==> src/rtl/ggt_seq_if.sv <==
// ggt_seq_if: bundles the batch-control, memory and ggt_top signals of the
// ggt_seq batch sequencer.
//   go_i, pairs_i              batch start request and pair count
//   busy_o, done_o, err_o      batch status
//   mem_addr_o/data_o/wren_o   single-port memory request (sequencer drives)
//   mem_q_i                    memory read data, 2-cycle read latency
//   ggt_start_o/zahl1_o/zahl2_o  start pulse and operands to ggt_top
//   ggt_valid_i/ergebnis_i     result from ggt_top
// Modports: master = sequencer side, slave = memory/ggt_top/host side.
interface ggt_seq_if #(
    parameter int ADDR_W = 8
);
    logic              go_i;
    logic [ADDR_W-1:0] pairs_i;
    logic [ADDR_W-1:0] mem_addr_o;
    logic [15:0]       mem_data_o;
    logic              mem_wren_o;
    logic [15:0]       mem_q_i;
    logic              ggt_start_o;
    logic [15:0]       ggt_zahl1_o;
    logic [15:0]       ggt_zahl2_o;
    logic              ggt_valid_i;
    logic [15:0]       ggt_ergebnis_i;
    logic              busy_o;
    logic              done_o;
    logic              err_o;

    modport master (
        input  go_i, pairs_i, mem_q_i, ggt_valid_i, ggt_ergebnis_i,
        output mem_addr_o, mem_data_o, mem_wren_o,
        output ggt_start_o, ggt_zahl1_o, ggt_zahl2_o,
        output busy_o, done_o, err_o
    );

    modport slave (
        output go_i, pairs_i, mem_q_i, ggt_valid_i, ggt_ergebnis_i,
        input  mem_addr_o, mem_data_o, mem_wren_o,
        input  ggt_start_o, ggt_zahl1_o, ggt_zahl2_o,
        input  busy_o, done_o, err_o
    );
endinterface

==> src/rtl/ggt_seq.sv <==
// ggt_seq: batch sequencer in front of ggt_top. Reads operand pairs from the
// shared single-port memory (pair k: operands at 2k and 2k+1), pulses
// ggt_start_o once per pair, waits for ggt_valid_i and writes each result to
// RES_BASE+k. All address arithmetic wraps modulo 2^ADDR_W.
// Ports:
//   clk    rising-edge clock
//   rst_i  asynchronous active-high reset
//   bus    ggt_seq_if.master (batch control, memory port, ggt_top port)
// Parameters: ADDR_W (address width), RES_BASE (first result address),
//   TO_CYCLES (WAIT watchdog limit).
// Optional feature: define GGT_TIMEOUT_EN to enable the WAIT watchdog, which
// writes 16'hFFFF and sets the sticky err_o when no result arrives within
// TO_CYCLES cycles. Without it WAIT is unbounded and err_o is 0.
module ggt_seq #(
    parameter int ADDR_W    = 8,
    parameter int RES_BASE  = 128,
    parameter int TO_CYCLES = 4096
) (
    input  logic      clk,
    input  logic      rst_i,
    ggt_seq_if.master bus
);
    if (ADDR_W < 2 || TO_CYCLES < 1) begin : g_param_check
        $error("ggt_seq: ADDR_W must be >= 2 and TO_CYCLES >= 1");
    end

    typedef enum logic [3:0] {
        IDLE, RDA, RDB, CAPA, CAPB, START, GUARD, WAIT, WRITE, DONE
    } state_t;

    state_t            state;
    logic [ADDR_W-1:0] k;
    logic [ADDR_W-1:0] pairs_q;
    logic [ADDR_W-1:0] addr_q;
    logic [15:0]       data_q;
    logic              wren_q;
    logic              start_q;
    logic [15:0]       zahl1_q;
    logic [15:0]       zahl2_q;
    logic              busy_q;
    logic              done_q;

    // k+1 is kept one bit wider so the last-pair test cannot wrap.
    logic [ADDR_W:0]   k_inc;
    logic              last_pair;
    logic [ADDR_W-1:0] res_addr;
    logic [ADDR_W-1:0] rdb_addr;
    logic [ADDR_W-1:0] next_rda_addr;

    assign k_inc         = {1'b0, k} + (ADDR_W + 1)'(1);
    assign last_pair     = (k_inc >= {1'b0, pairs_q});
    assign res_addr      = k + ADDR_W'(RES_BASE);
    assign rdb_addr      = {k[ADDR_W-2:0], 1'b1};
    assign next_rda_addr = {k_inc[ADDR_W-2:0], 1'b0};

`ifdef GGT_TIMEOUT_EN
    localparam int TO_W = $clog2(TO_CYCLES + 1);
    localparam logic [TO_W-1:0] TO_LAST = TO_W'(TO_CYCLES - 1);

    logic [TO_W-1:0] to_cnt;
    logic            err_q;

    assign bus.err_o = err_q;
`else
    assign bus.err_o = 1'b0;
`endif

    // Outputs are registered: each is loaded on the edge that enters the
    // state in which it must be visible.
    always_ff @(posedge clk or posedge rst_i) begin
        if (rst_i) begin
            state   <= IDLE;
            k       <= '0;
            pairs_q <= '0;
            addr_q  <= '0;
            data_q  <= '0;
            wren_q  <= 1'b0;
            start_q <= 1'b0;
            zahl1_q <= '0;
            zahl2_q <= '0;
            busy_q  <= 1'b0;
            done_q  <= 1'b0;
`ifdef GGT_TIMEOUT_EN
            to_cnt  <= '0;
            err_q   <= 1'b0;
`endif
        end else begin
            start_q <= 1'b0;
            wren_q  <= 1'b0;
            done_q  <= 1'b0;
            case (state)
                IDLE: begin
                    if (bus.go_i) begin
                        pairs_q <= bus.pairs_i;
                        k       <= '0;
                        busy_q  <= 1'b1;
`ifdef GGT_TIMEOUT_EN
                        err_q   <= 1'b0;
`endif
                        if (bus.pairs_i == '0) begin
                            done_q <= 1'b1;
                            state  <= DONE;
                        end else begin
                            addr_q <= '0;
                            state  <= RDA;
                        end
                    end
                end
                RDA: begin
                    addr_q <= rdb_addr;
                    state  <= RDB;
                end
                RDB: state <= CAPA;
                CAPA: begin
                    zahl1_q <= bus.mem_q_i;
                    state   <= CAPB;
                end
                CAPB: begin
                    zahl2_q <= bus.mem_q_i;
                    start_q <= 1'b1;
                    state   <= START;
                end
                START: state <= GUARD;
                GUARD: begin
`ifdef GGT_TIMEOUT_EN
                    to_cnt <= '0;
`endif
                    state  <= WAIT;
                end
                WAIT: begin
                    if (bus.ggt_valid_i) begin
                        data_q <= bus.ggt_ergebnis_i;
                        addr_q <= res_addr;
                        wren_q <= 1'b1;
                        state  <= WRITE;
                    end
`ifdef GGT_TIMEOUT_EN
                    else if (to_cnt == TO_LAST) begin
                        data_q <= 16'hFFFF;
                        addr_q <= res_addr;
                        wren_q <= 1'b1;
                        err_q  <= 1'b1;
                        state  <= WRITE;
                    end else begin
                        to_cnt <= to_cnt + TO_W'(1);
                    end
`endif
                end
                WRITE: begin
                    if (!last_pair) begin
                        k      <= k_inc[ADDR_W-1:0];
                        addr_q <= next_rda_addr;
                        state  <= RDA;
                    end else begin
                        done_q <= 1'b1;
                        state  <= DONE;
                    end
                end
                DONE: begin
                    busy_q <= 1'b0;
                    state  <= IDLE;
                end
                default: begin
                    busy_q <= 1'b0;
                    state  <= IDLE;
                end
            endcase
        end
    end

    assign bus.mem_addr_o  = addr_q;
    assign bus.mem_data_o  = data_q;
    assign bus.mem_wren_o  = wren_q;
    assign bus.ggt_start_o = start_q;
    assign bus.ggt_zahl1_o = zahl1_q;
    assign bus.ggt_zahl2_o = zahl2_q;
    assign bus.busy_o      = busy_q;
    assign bus.done_o      = done_q;
endmodule

==> src/flat_wrapper.sv <==
// flat-port wrapper written by rule: the top's interface ports become plain ports
module ggt_seq_flat 
#(
    parameter int ADDR_W    = 8,
    parameter int RES_BASE  = 128,
    parameter int TO_CYCLES = 4096
)
  (clk, rst_i, bus_go_i, bus_pairs_i, bus_mem_q_i, bus_ggt_valid_i, bus_ggt_ergebnis_i, bus_mem_addr_o, bus_mem_data_o, bus_mem_wren_o, bus_ggt_start_o, bus_ggt_zahl1_o, bus_ggt_zahl2_o, bus_busy_o, bus_done_o, bus_err_o);
  ggt_seq_if #(.ADDR_W(ADDR_W)) bus_i ();
  input  logic clk;
  input  logic rst_i;
  input wire logic [$bits(bus_i.go_i)-1:0] bus_go_i;
  input wire logic [$bits(bus_i.pairs_i)-1:0] bus_pairs_i;
  input wire logic [$bits(bus_i.mem_q_i)-1:0] bus_mem_q_i;
  input wire logic [$bits(bus_i.ggt_valid_i)-1:0] bus_ggt_valid_i;
  input wire logic [$bits(bus_i.ggt_ergebnis_i)-1:0] bus_ggt_ergebnis_i;
  output wire logic [$bits(bus_i.mem_addr_o)-1:0] bus_mem_addr_o;
  output wire logic [$bits(bus_i.mem_data_o)-1:0] bus_mem_data_o;
  output wire logic [$bits(bus_i.mem_wren_o)-1:0] bus_mem_wren_o;
  output wire logic [$bits(bus_i.ggt_start_o)-1:0] bus_ggt_start_o;
  output wire logic [$bits(bus_i.ggt_zahl1_o)-1:0] bus_ggt_zahl1_o;
  output wire logic [$bits(bus_i.ggt_zahl2_o)-1:0] bus_ggt_zahl2_o;
  output wire logic [$bits(bus_i.busy_o)-1:0] bus_busy_o;
  output wire logic [$bits(bus_i.done_o)-1:0] bus_done_o;
  output wire logic [$bits(bus_i.err_o)-1:0] bus_err_o;
  assign bus_i.go_i = bus_go_i;
  assign bus_i.pairs_i = bus_pairs_i;
  assign bus_i.mem_q_i = bus_mem_q_i;
  assign bus_i.ggt_valid_i = bus_ggt_valid_i;
  assign bus_i.ggt_ergebnis_i = bus_ggt_ergebnis_i;
  assign bus_mem_addr_o = bus_i.mem_addr_o;
  assign bus_mem_data_o = bus_i.mem_data_o;
  assign bus_mem_wren_o = bus_i.mem_wren_o;
  assign bus_ggt_start_o = bus_i.ggt_start_o;
  assign bus_ggt_zahl1_o = bus_i.ggt_zahl1_o;
  assign bus_ggt_zahl2_o = bus_i.ggt_zahl2_o;
  assign bus_busy_o = bus_i.busy_o;
  assign bus_done_o = bus_i.done_o;
  assign bus_err_o = bus_i.err_o;
  ggt_seq #(.ADDR_W(ADDR_W), .RES_BASE(RES_BASE), .TO_CYCLES(TO_CYCLES)) u_core (.clk(clk), .rst_i(rst_i), .bus(bus_i));
endmodule
==> config.mk <==
export PLATFORM = sky130hd
export DESIGN_NAME = ggt_seq_flat
export DESIGN_NICKNAME = d
export VERILOG_FILES = /design/src/rtl/ggt_seq_if.sv /design/src/rtl/ggt_seq.sv /design/src/flat_wrapper.sv
export SDC_FILE = /design/constraint.sdc
export NUM_CORES = 1
export LEC_CHECK = 0
export BUFFER_PORTS_ARGS = -buffer_cell sky130_fd_sc_hd__buf_2
export CELL_PAD_IN_SITES_DETAIL_PLACEMENT = 0
export CELL_PAD_IN_SITES_GLOBAL_PLACEMENT = 2
export CORE_MARGIN = 4
export CORE_UTILIZATION = 30
export CTS_CLUSTER_DIAMETER = 200
export DETAILED_ROUTE_END_ITERATION = 12
export GPL_ROUTABILITY_DRIVEN = 0
export PLACE_DENSITY = 0.86
export SETUP_SLACK_MARGIN = 0.15
export SLEW_MARGIN = 20
export SYNTH_ARGS = -nofsm -noshare
export SYNTH_HDL_FRONTEND = slang
export SYNTH_SLANG_ARGS = --single-unit
==> constraint.sdc <==
create_clock -name clk -period 3.11 [get_ports clk]
set_input_delay 0.311 -clock clk [delete_from_list [all_inputs] [get_ports clk]]
set_output_delay 0.311 -clock clk [all_outputs]
set_load 0.01 [all_outputs]
==> flow_metrics.env, run 1 <==
export IMPL_die_h_um=119
export IMPL_place_area_mm2=0.00440
export IMPL_drive_gt1_share_pct=51.8
export IMPL_area_growth_pct=30.7
export IMPL_synthCells=294
export IMPL_via_count=2679
export IMPL_syn_area_mm2=0.00367
export IMPL_nFillCells=1181
export IMPL_power_mw=4.79
export IMPL_final_setup_tns_ns=0
export IMPL_regToRegSetupSlack_ns=0.27
export IMPL_overflow=0
export IMPL_synth_cell_type_count=43
export IMPL_yosysSeqAreaShare_pct=54.6
export IMPL_syn_area_per_cell_um2=12.5
export IMPL_cts_buffer_depth=2
export IMPL_grt_max_degree=59
export IMPL_critPathLaunchType="register"
export IMPL_grt_pass1_vias=2889
export IMPL_hold_ws_ns=0.104
export IMPL_vdd_ir_drop_max_uv=482
export IMPL_slew_headroom_pct=45.5
export IMPL_fin_crit_sh_pct=91.3
export IMPL_postCtsHoldBufs=0
export IMPL_cts_tree="yes"
export IMPL_clock_skew_ns=0.00646
export IMPL_hold_path_class="in -> async"
export IMPL_track_usage_pct=12.5
export IMPL_rsz0062_at_grt="no"
export IMPL_routed_wl_um=8530
export IMPL_cp_required_ns=3.33
export IMPL_critPathKind="reg -> reg"
export IMPL_clock_root_buffer="clkbuf_16"
export IMPL_fmax_ghz=0.352
export IMPL_clk_latency_ns=0.34
export IMPL_core_mm2=0.0120
export IMPL_cp_max_fo=7
export IMPL_setup_viol=0
export IMPL_r2r_cells=11
export IMPL_rr_startpoint="u_core.k[4]"
export IMPL_ys_async_sr_fraction_pct=100
export IMPL_synth_flop_cell="dfrtp_1"
export IMPL_grt_pass1_wl_um=14100
export IMPL_fin_area_mm2=0.00480
export IMPL_slew_violations=0
export IMPL_first_pass_iters=4
export IMPL_die_area_mm2=0.0141
export IMPL_viasPerCell=4.77
export IMPL_cts_buffers=9
export IMPL_synth_nets=347
export IMPL_antenna_cells=0
export IMPL_synth_seq_cells=80
export IMPL_antenna_found_initial=1
export IMPL_hold_viol=0
export IMPL_port_buffers=103
export IMPL_postRouteAntennaNets=0
export IMPL_wl_per_cell_um=15.2
export IMPL_end_kind="register"
export IMPL_die_x_um=119
export IMPL_most_common_layout_cells="buf_2, dfrtp_1, mux2_2"
export IMPL_clkTransAtPathRegs_ns=0.06
export IMPL_synth_edf_count=0
export IMPL_multi_input_area_mm2=0.00159
export IMPL_ys_warn_count=0
export IMPL_initial_core_util_pct=30.5
export IMPL_ios=105
export IMPL_fin_crit_ns=2.84
export IMPL_drtIter0Drc=151
export IMPL_p_leak_nw=2.35
export IMPL_tightest_slew_ns=0.816
export IMPL_status="complete, no violations"
export IMPL_arrival_ns=3.06
export IMPL_final_common_cell="buf_2"
export IMPL_powerDensity_mw_per_mm2=999
export IMPL_rr_endpoint="u_core.bus.mem_addr_o[7]"
export IMPL_final_seq_area_mm2=0.00200
export IMPL_dp_hpwl_um=6120
export IMPL_rows=40
export IMPL_drv_cap=0
export IMPL_fin_nets=463
export IMPL_htree_levels=3
export IMPL_numClockSinks=80
export IMPL_drcViolationCount=0
[worst max-delay path, cell delays in order (launching register included)]
cell	delay [ns]
dfrtp_2	0.39
and3_1	0.21
nand3_1	0.14
nor2_2	0.06
xnor2_2	0.13
ha_1	0.32
and3_1	0.21
a221oi_2	0.34
o211ai_4	0.15
a211oi_4	0.29
buf_12	0.16
mux2_2	0.32
[metal layers]
| metal | vias up | track usage [%] | part of all wire, % | routed length, um |
|---|---|---|---|---|
| met5 | - | 0 | 0.082 | 7 |
| met4 | 2 | 5.50 | 1.6 | 139 |
| met3 | 13 | 5.65 | 9.3 | 791 |
| met2 | 98 | 18.8 | 46 | 3890 |
| met1 | 1290 | 15.4 | 43 | 3710 |
| li1 | 1276 | - | - | - |
[area by class of cell]
cell class,count,area share (%)
clock buffer,12,5.14
sequential,80,41.8
tap,147,3.84
timing repair buffer,119,13.6
inverter,18,1.46
clock inverter,4,1.12
multi-input combinational,182,33.1
[how the worst max path moves through the flow]
stage | endpoint | cells past startpoint | startpoint | slack (ns)
2_1_floorplan | u_core.bus.mem_addr_o[1] | 11 | u_core.k[2] | 0.13
3_3_place_gp | u_core.bus.mem_addr_o[3] | 10 | u_core.k[4] | 0.21
3_5_place_dp | u_core.bus.mem_addr_o[5] | 10 | u_core.k[4] | 0.12
4_1_cts | u_core.k[7] | 11 | u_core.k[0] | 0.18
5_1_grt | u_core.bus.mem_addr_o[7] | 11 | u_core.k[4] | 0.15
6_report | u_core.bus.mem_addr_o[7] | 11 | u_core.k[4] | 0.27
[power by group]
part / switching [mW] / internal (mW)
clock: 0.419 / 0.646
combinational: 0.939 / 0.999
sequential: 0.285 / 1.51
total: 1.64 / 3.15
[through the flow]
| stage | util, % | setup WS, ns | std cells |
|---|---|---|---|
| after global placement | 36.6 | 0.213 | 542 |
| after CTS | 39.3 | 0.180 | 559 |
| after global routing | 39.9 | 0.146 | 562 |
| after detailed placement | 36.6 | 0.120 | 542 |
| after floorplan | - | 0.131 | 294 |
| final | 39.9 | 0.270 | 562 |
[what timing repair did]
action                     in CTS  in global routing
resized for setup               0                 10
buffers inserted                1                  3
setup endpoints to repair       8                 14
pin swaps                       1                  6
[Yosys cell counts, types with 2 or more instances]
| library cell | number | share of area (%) |
|---|---|---|
| xnor2_1 | 3 | 0.72 |
| o21ai_0 | 12 | 1.6 |
| a211o_1 | 2 | 0.48 |
| o211ai_1 | 4 | 0.82 |
| xor2_1 | 3 | 0.72 |
| and3_1 | 4 | 0.68 |
| nor4_1 | 3 | 0.51 |
| nor2_2 | 2 | 0.34 |
| nand2b_1 | 3 | 0.51 |
| clkbuf_1 | 6 | 0.61 |
| buf_2 | 6 | 0.82 |
| nor3_1 | 2 | 0.27 |
| nand3_1 | 10 | 1.4 |
| dfrtp_1 | 80 | 55 |
| mux2i_1 | 3 | 0.82 |
| nor2_1 | 10 | 1.0 |
| nand3b_1 | 2 | 0.41 |
| nor3_2 | 2 | 0.55 |
| a22oi_1 | 4 | 0.82 |
| a31oi_1 | 3 | 0.51 |
| ha_1 | 9 | 3.1 |
| a21o_1 | 4 | 0.82 |
| nand2_1 | 10 | 1.0 |
| mux2_2 | 63 | 19 |
| a21oi_1 | 7 | 0.95 |
| inv_1 | 18 | 1.8 |
| or3_1 | 3 | 0.51 |
[cell families after synthesis]
family	share of synthesized area, %
AOI/OAI and AO/OA	8.32
adders and majority gates	3.07
xor gates and xnor gates	1.43
other	0.102
and+or+nand+nor	8.77
buffers and inverters	3.58
DFF	54.6
muxes	20.2
[state kept, by name (all words and copies together), names as in the netlist, 4 cells and up]
name	count
u_core.bus.mem_addr_o	8
u_core.pairs_q	8
u_core.state	4
u_core.bus.ggt_zahl2_o	16
u_core.k	8
u_core.bus.ggt_zahl1_o	16
u_core.bus.mem_data_o	16
(Power assumes the default switching activity.)
==> run 2: changes to the inputs <==
- PLACE_DENSITY: 0.86 -> 0.78
==> run 2 against run 1 <==
Via count is 0.52% higher; largest power group unchanged; critical path type unchanged; clock skew is 0.00064 ns lower; clock-buffer cell count fell by 2; setup slack worse by 0.0039 ns.
==> flow_metrics.env, run 2 (synthesized netlist as in run 1, its figures left out) <==
export IMPL_drtIter0Drc=117
export IMPL_arrival_ns=3.06
export IMPL_cts_buffer_depth=2
export IMPL_port_buffers=103
export IMPL_most_common_layout_cells="buf_2, dfrtp_1, mux2_2"
export IMPL_viasPerCell=4.78
export IMPL_finish_utilization_pct=40.1
export IMPL_clock_skew_ns=0.00582
export IMPL_r2r_cells=11
export IMPL_initial_core_util_pct=30.5
export IMPL_drv_cap=0
export IMPL_postRouteAntennaNets=0
export IMPL_die_h_um=119
export IMPL_via_count=2693
export IMPL_antenna_found_initial=0
export IMPL_numClockSinks=80
export IMPL_htree_levels=3
export IMPL_overflow=0
export IMPL_fin_crit_sh_pct=91.4
export IMPL_die_x_um=119
export IMPL_wl_per_cell_um=15.6
export IMPL_rsz0062_at_grt="no"
export IMPL_hold_ws_ns=0.0691
export IMPL_area_growth_pct=31.4
export IMPL_placed_cells=542
export IMPL_antenna_cells=0
export IMPL_status="complete, no violations"
export IMPL_clkTransAtPathRegs_ns=0.06
export IMPL_slew_headroom_pct=46.2
export IMPL_critPathLaunchType="register"
export IMPL_place_ws_ns=0.0548
export IMPL_crit_start="u_core.k[4]"
export IMPL_cts_buffers=9
export IMPL_slew_violations=0
export IMPL_place_area_mm2=0.00440
export IMPL_powerDensity_mw_per_mm2=1000
export IMPL_routed_wl_um=8780
export IMPL_fmax_ghz=0.352
export IMPL_end_kind="register"
export IMPL_tightest_slew_ns=0.805
export IMPL_critPathKind="reg -> reg"
export IMPL_worst_slack_ns=0.266
export IMPL_cp_required_ns=3.33
export IMPL_drcViolationCount=0
export IMPL_grt_pass1_vias=2939
export IMPL_first_pass_iters=4
export IMPL_cp_max_fo=7
export IMPL_rows=40
export IMPL_final_setup_tns_ns=0
export IMPL_setup_viol=0
export IMPL_die_area_mm2=0.0141
export IMPL_ios=105
export IMPL_final_common_cell="buf_2"
export IMPL_grt_pass1_wl_um=14700
export IMPL_power_mw=4.82
export IMPL_vdd_ir_drop_max_uv=477
export IMPL_grt_max_degree=44
export IMPL_fin_area_mm2=0.00482
export IMPL_rr_startpoint="u_core.k[4]"
export IMPL_layout_cells_non_filler=563
export IMPL_clk_latency_ns=0.34
export IMPL_drive_gt1_share_pct=53.1
export IMPL_cts_tree="yes"
export IMPL_hold_path_class="in -> async"
export IMPL_fin_crit_ns=2.84
export IMPL_fin_nets=464
export IMPL_p_leak_nw=2.37
export IMPL_clock_root_buffer="clkbuf_16"
export IMPL_core_mm2=0.0120
export IMPL_postCtsHoldBufs=0
export IMPL_hold_viol=0
export IMPL_dp_hpwl_um=6420
export IMPL_track_usage_pct=13.1
[run 2: cell types whose count changed in the layout (fill, tap and decap cells not counted), sizes merged]
cell | previous run | this run
clkbuf | 12 | 10
clkinv | 1 | 4
clkinvlp | 2 | 0
buf | 119 | 120
inv | 18 | 19
[run 2: cell type report]
type                    instances  area [um^2]
fillers                      1199         7190
repair buffers                120          656
inverters                      18         68.8
clock buffers                  10          239
clock inverters                 6         66.3
multi-input cells             182         1600
well taps                     147          184
flip-flops and latches         80         2010
[run 2: what timing repair did]
item,4_1_cts,5_1_grt
setup buffers,1,4
setup endpoints to repair,8,16
pin swaps,1,7
gates resized for setup,0,13
[run 2: routing by layer]
layer	part of all wire, %	vias up	track usage [%]	wire [um]
met5	0	-	0	0
met4	1.7	0	5.65	149
met3	7.1	10	4.45	623
met2	48	78	20.9	4190
met1	43	1326	16.1	3810
li1	-	1279	-	-
[run 2: path summary, 6_finish.rpt]
path	to	slack [ns]
worst max-delay path	u_core.bus.mem_addr_o[1]	0.27
worst min-delay path	u_core.bus.ggt_zahl1_o[1]	0.07
worst max register to register	u_core.bus.mem_addr_o[1]	0.27
worst min register to register	u_core.bus.mem_addr_o[4]	0.50
max in group asynchronous	u_core.bus.ggt_zahl1_o[11]	2.25
min in group clk	u_core.bus.mem_data_o[0]	0.20
[run 2: critical path, stage by stage (launching register included)]
cell and delay [ns]:
dfrtp_2 0.41, and3_4 0.21, nand3_1 0.12, nor2_2 0.17, xnor2_2 0.13, ha_1 0.27, and3_4 0.20, a221oi_4 0.31
o211ai_4 0.14, a211oi_4 0.29, buf_12 0.15, mux2_2 0.32
[run 2: power by group]
group          internal (mW)  total (mW)  switching, mW
sequential              1.51        1.80          0.294
combinational          0.995        1.95          0.953
clock                  0.648        1.08          0.428
total                   3.15        4.82           1.68
==> run 3: changes to the inputs <==
- ABC_AREA: not set -> 1
- CORE_MARGIN: 4 -> not set
- CORE_UTILIZATION: 30 -> 27
==> run 3 against run 2 <==
Final cell count is 29% higher; via count is 15% higher; clock power is 4% lower; final area is 1.8% lower; largest power group is now sequential cells; non-clock buffer count is 15 lower; combinational power is 20% lower; synthesized cell count is 50% higher; routed wire length is 3.7% higher; die area is 2.6% higher; setup slack better by 0.58 ns; maximum frequency is 25% higher.
==> flow_metrics.env, run 3 <==
export IMPL_cp_num_cells=18
export IMPL_finish_utilization_pct=35.3
export IMPL_place_area_mm2=0.00445
export IMPL_critPathLaunchType="register"
export IMPL_port_buffers=103
export IMPL_worst_slack_ns=0.842
export IMPL_clock_skew_ns=0.00525
export IMPL_power_mw=4.27
export IMPL_clk_latency_ns=0.34
export IMPL_switching_share_pct=37.9
export IMPL_initial_core_util_pct=28.1
export IMPL_rows=42
export IMPL_synth_common_cells="nand2_1, dfrtp_1, inv_1, o21ai_1, nand3_1"
export IMPL_ios=105
export IMPL_wl_per_cell_um=12.6
export IMPL_crit_family="simple AND/OR/NAND/NOR gates"
export IMPL_drive_gt1_share_pct=27.7
export IMPL_routed_wl_um=9100
export IMPL_fmax_ghz=0.441
export IMPL_cp_max_fo=9
export IMPL_clkPwrFrac_pct=24.3
export IMPL_final_setup_tns_ns=0
export IMPL_hold_path_class="in -> async"
export IMPL_slew_violations=0
export IMPL_cp_cell_sequence="ha_1 > nand2_2 > inv_2 > nand2_2 > nand2_1 > nand2_1 > ha_1 > nand2_1 > inv_1 > nand2_1 > nand3_1 > nand2_1 > nand2_1 > nand2_1 > nand3_4 > nand2_2 > nand2_1 > nand2_1"
export IMPL_numClockSinks=80
export IMPL_drcViolationCount=0
export IMPL_cts_buffers=9
export IMPL_tightest_slew_ns=0.939
export IMPL_clock_root_buffer="clkbuf_16"
export IMPL_track_usage_pct=13.9
export IMPL_synthCells=442
export IMPL_clkTransAtPathRegs_ns=0.06
export IMPL_cpPeakStageDelay_ns=0.40
export IMPL_vdd_ir_drop_max_uv=374
export IMPL_use_met3_pct=4.85
export IMPL_grt_max_degree=60
export IMPL_drv_cap=0
export IMPL_fin_area_mm2=0.00474
export IMPL_cp_required_ns=3.39
export IMPL_synth_seq_cells=80
export IMPL_placed_cells=710
export IMPL_status="complete, no violations"
export IMPL_grt_util_met1_pct=17.5
export IMPL_p_int_mw=2.65
export IMPL_cp_common_cell="nand2_1"
export IMPL_grt_busiest_layer="met2"
export IMPL_first_pass_iters=4
export IMPL_multi_input_area_mm2=0.00143
export IMPL_layout_cells_non_filler=725
export IMPL_syn_area_per_cell_um2=8.52
export IMPL_synth_nets=495
export IMPL_nFillCells=1455
export IMPL_place_ws_ns=0.837
export IMPL_syn_area_mm2=0.00376
export IMPL_ys_async_sr_fraction_pct=100
export IMPL_power_frac_seq_pct=39.1
export IMPL_postRouteAntennaNets=0
export IMPL_slew_headroom_pct=37.2
export IMPL_dp_hpwl_um=6850
export IMPL_ys_warn_count=0
export IMPL_cts_buffer_depth=2
export IMPL_netSwitchingPower_mw=1.62
export IMPL_fin_crit_ns=2.27
export IMPL_end_kind="register"
export IMPL_r2r_cells=18
export IMPL_yosysSeqAreaShare_pct=53.2
export IMPL_final_seq_area_mm2=0.00200
export IMPL_postCtsHoldBufs=0
export IMPL_synth_most_common_cell="nand2_1"
export IMPL_final_common_cell="nand2_1"
export IMPL_die_x_um=120
export IMPL_antenna_found_initial=0
export IMPL_synth_top_area_share_pct=53.2
export IMPL_critPathSlowestCell="dfrtp_1"
export IMPL_synth_flop_cell="dfrtp_1"
export IMPL_synth_cell_type_count=35
export IMPL_hold_viol=0
export IMPL_antenna_cells=0
export IMPL_grt_pass1_wl_um=15600
export IMPL_fin_nets=598
export IMPL_grt_pass1_vias=3171
export IMPL_use_met2_pct=21.5
export IMPL_most_common_layout_cells="nand2_1, buf_2, dfrtp_1"
export IMPL_ys_top_cells_by_area="dfrtp_1, nand2_1, inv_1, o21ai_1, ha_1"
export IMPL_combPwrFrac_pct=36.7
export IMPL_cts_tree="yes"
export IMPL_area_growth_pct=25.8
export IMPL_setup_viol=0
export IMPL_core_mm2=0.0134
export IMPL_drtIter0Drc=131
export IMPL_hold_ws_ns=0.107
export IMPL_overflow=0
export IMPL_viasPerCell=4.27
export IMPL_rsz0062_at_grt="no"
export IMPL_powerDensity_mw_per_mm2=901
export IMPL_crit_buf_inv=2
export IMPL_critPathKind="reg -> reg"
export IMPL_via_count=3099
export IMPL_synth_edf_count=0
export IMPL_fin_crit_sh_pct=72.9
export IMPL_p_leak_nw=2.72
export IMPL_die_area_mm2=0.0144
export IMPL_cts_setup_buffers=0
export IMPL_htree_levels=3
export IMPL_synth_top_area_cell="dfrtp_1"
export IMPL_die_h_um=120
export IMPL_arrival_ns=2.54
export IMPL_cts_resized=0
run 3: cell count changes after synthesis, moves of 7 or more:
cell	change
nand2_1	+141
mux2_2	-63
inv_1	+44
o21ai_1	+26
nand3_1	+12
inv_2	+9
o21ai_0	+7
run 3: worst paths after layout:
kind / start / endpoint / slack (ns)
min in group clk: bus_ggt_ergebnis_i[6] / u_core.bus.mem_data_o[6] / 0.17
worst min register to register: u_core.bus.mem_data_o[6] / u_core.bus.mem_data_o[6] / 0.46
worst min-delay path: rst_i / u_core.bus.ggt_zahl1_o[4] / 0.11
worst max register to register: u_core.k[0] / u_core.k[0] / 0.84
max in group asynchronous: rst_i / u_core.bus.ggt_zahl2_o[14] / 2.33
worst max-delay path: u_core.k[0] / u_core.k[0] / 0.84
run 3: layout make-up:
cell class | count | share of cell area, %
well taps | 176 | 4.65
inverters | 71 | 5.68
flip-flops and latches | 80 | 42.3
multi-input cells | 278 | 30.1
clock inverters | 4 | 0.951
clock buffers | 11 | 5.13
repair buffers | 105 | 11.2
run 3: kinds of logic (layout without fill, tap and decap cells):
family | after synthesis | count (layout) | share of synthesized area (%)
other cells | 1 | 1 | 0.0996
compound gates | 62 | 62 | 9.77
xor+xnor | 2 | 2 | 0.465
buf+inv | 84 | 191 | 8.94
fa+ha+maj | 9 | 9 | 2.99
simple gates | 204 | 204 | 24.6
flops | 80 | 80 | 53.2
run 3: power groups by stage:
stage	clock network (mW)	logic [mW]	registers [mW]
after detailed placement	0	1.60	1.68
after global routing	1.13	1.80	1.72
after floorplan	0	0.886	1.81
final	1.04	1.56	1.67
after global placement	0	1.58	1.67
after CTS	1.08	1.60	1.67
run 3: routing by layer:
| metal | wire length (um) | vias to the layer above |
|---|---|---|
| li1 | - | 1581 |
| met1 | 4140 | 1419 |
| met2 | 4060 | 83 |
| met3 | 703 | 16 |
| met4 | 204 | 0 |
| met5 | 0 | - |
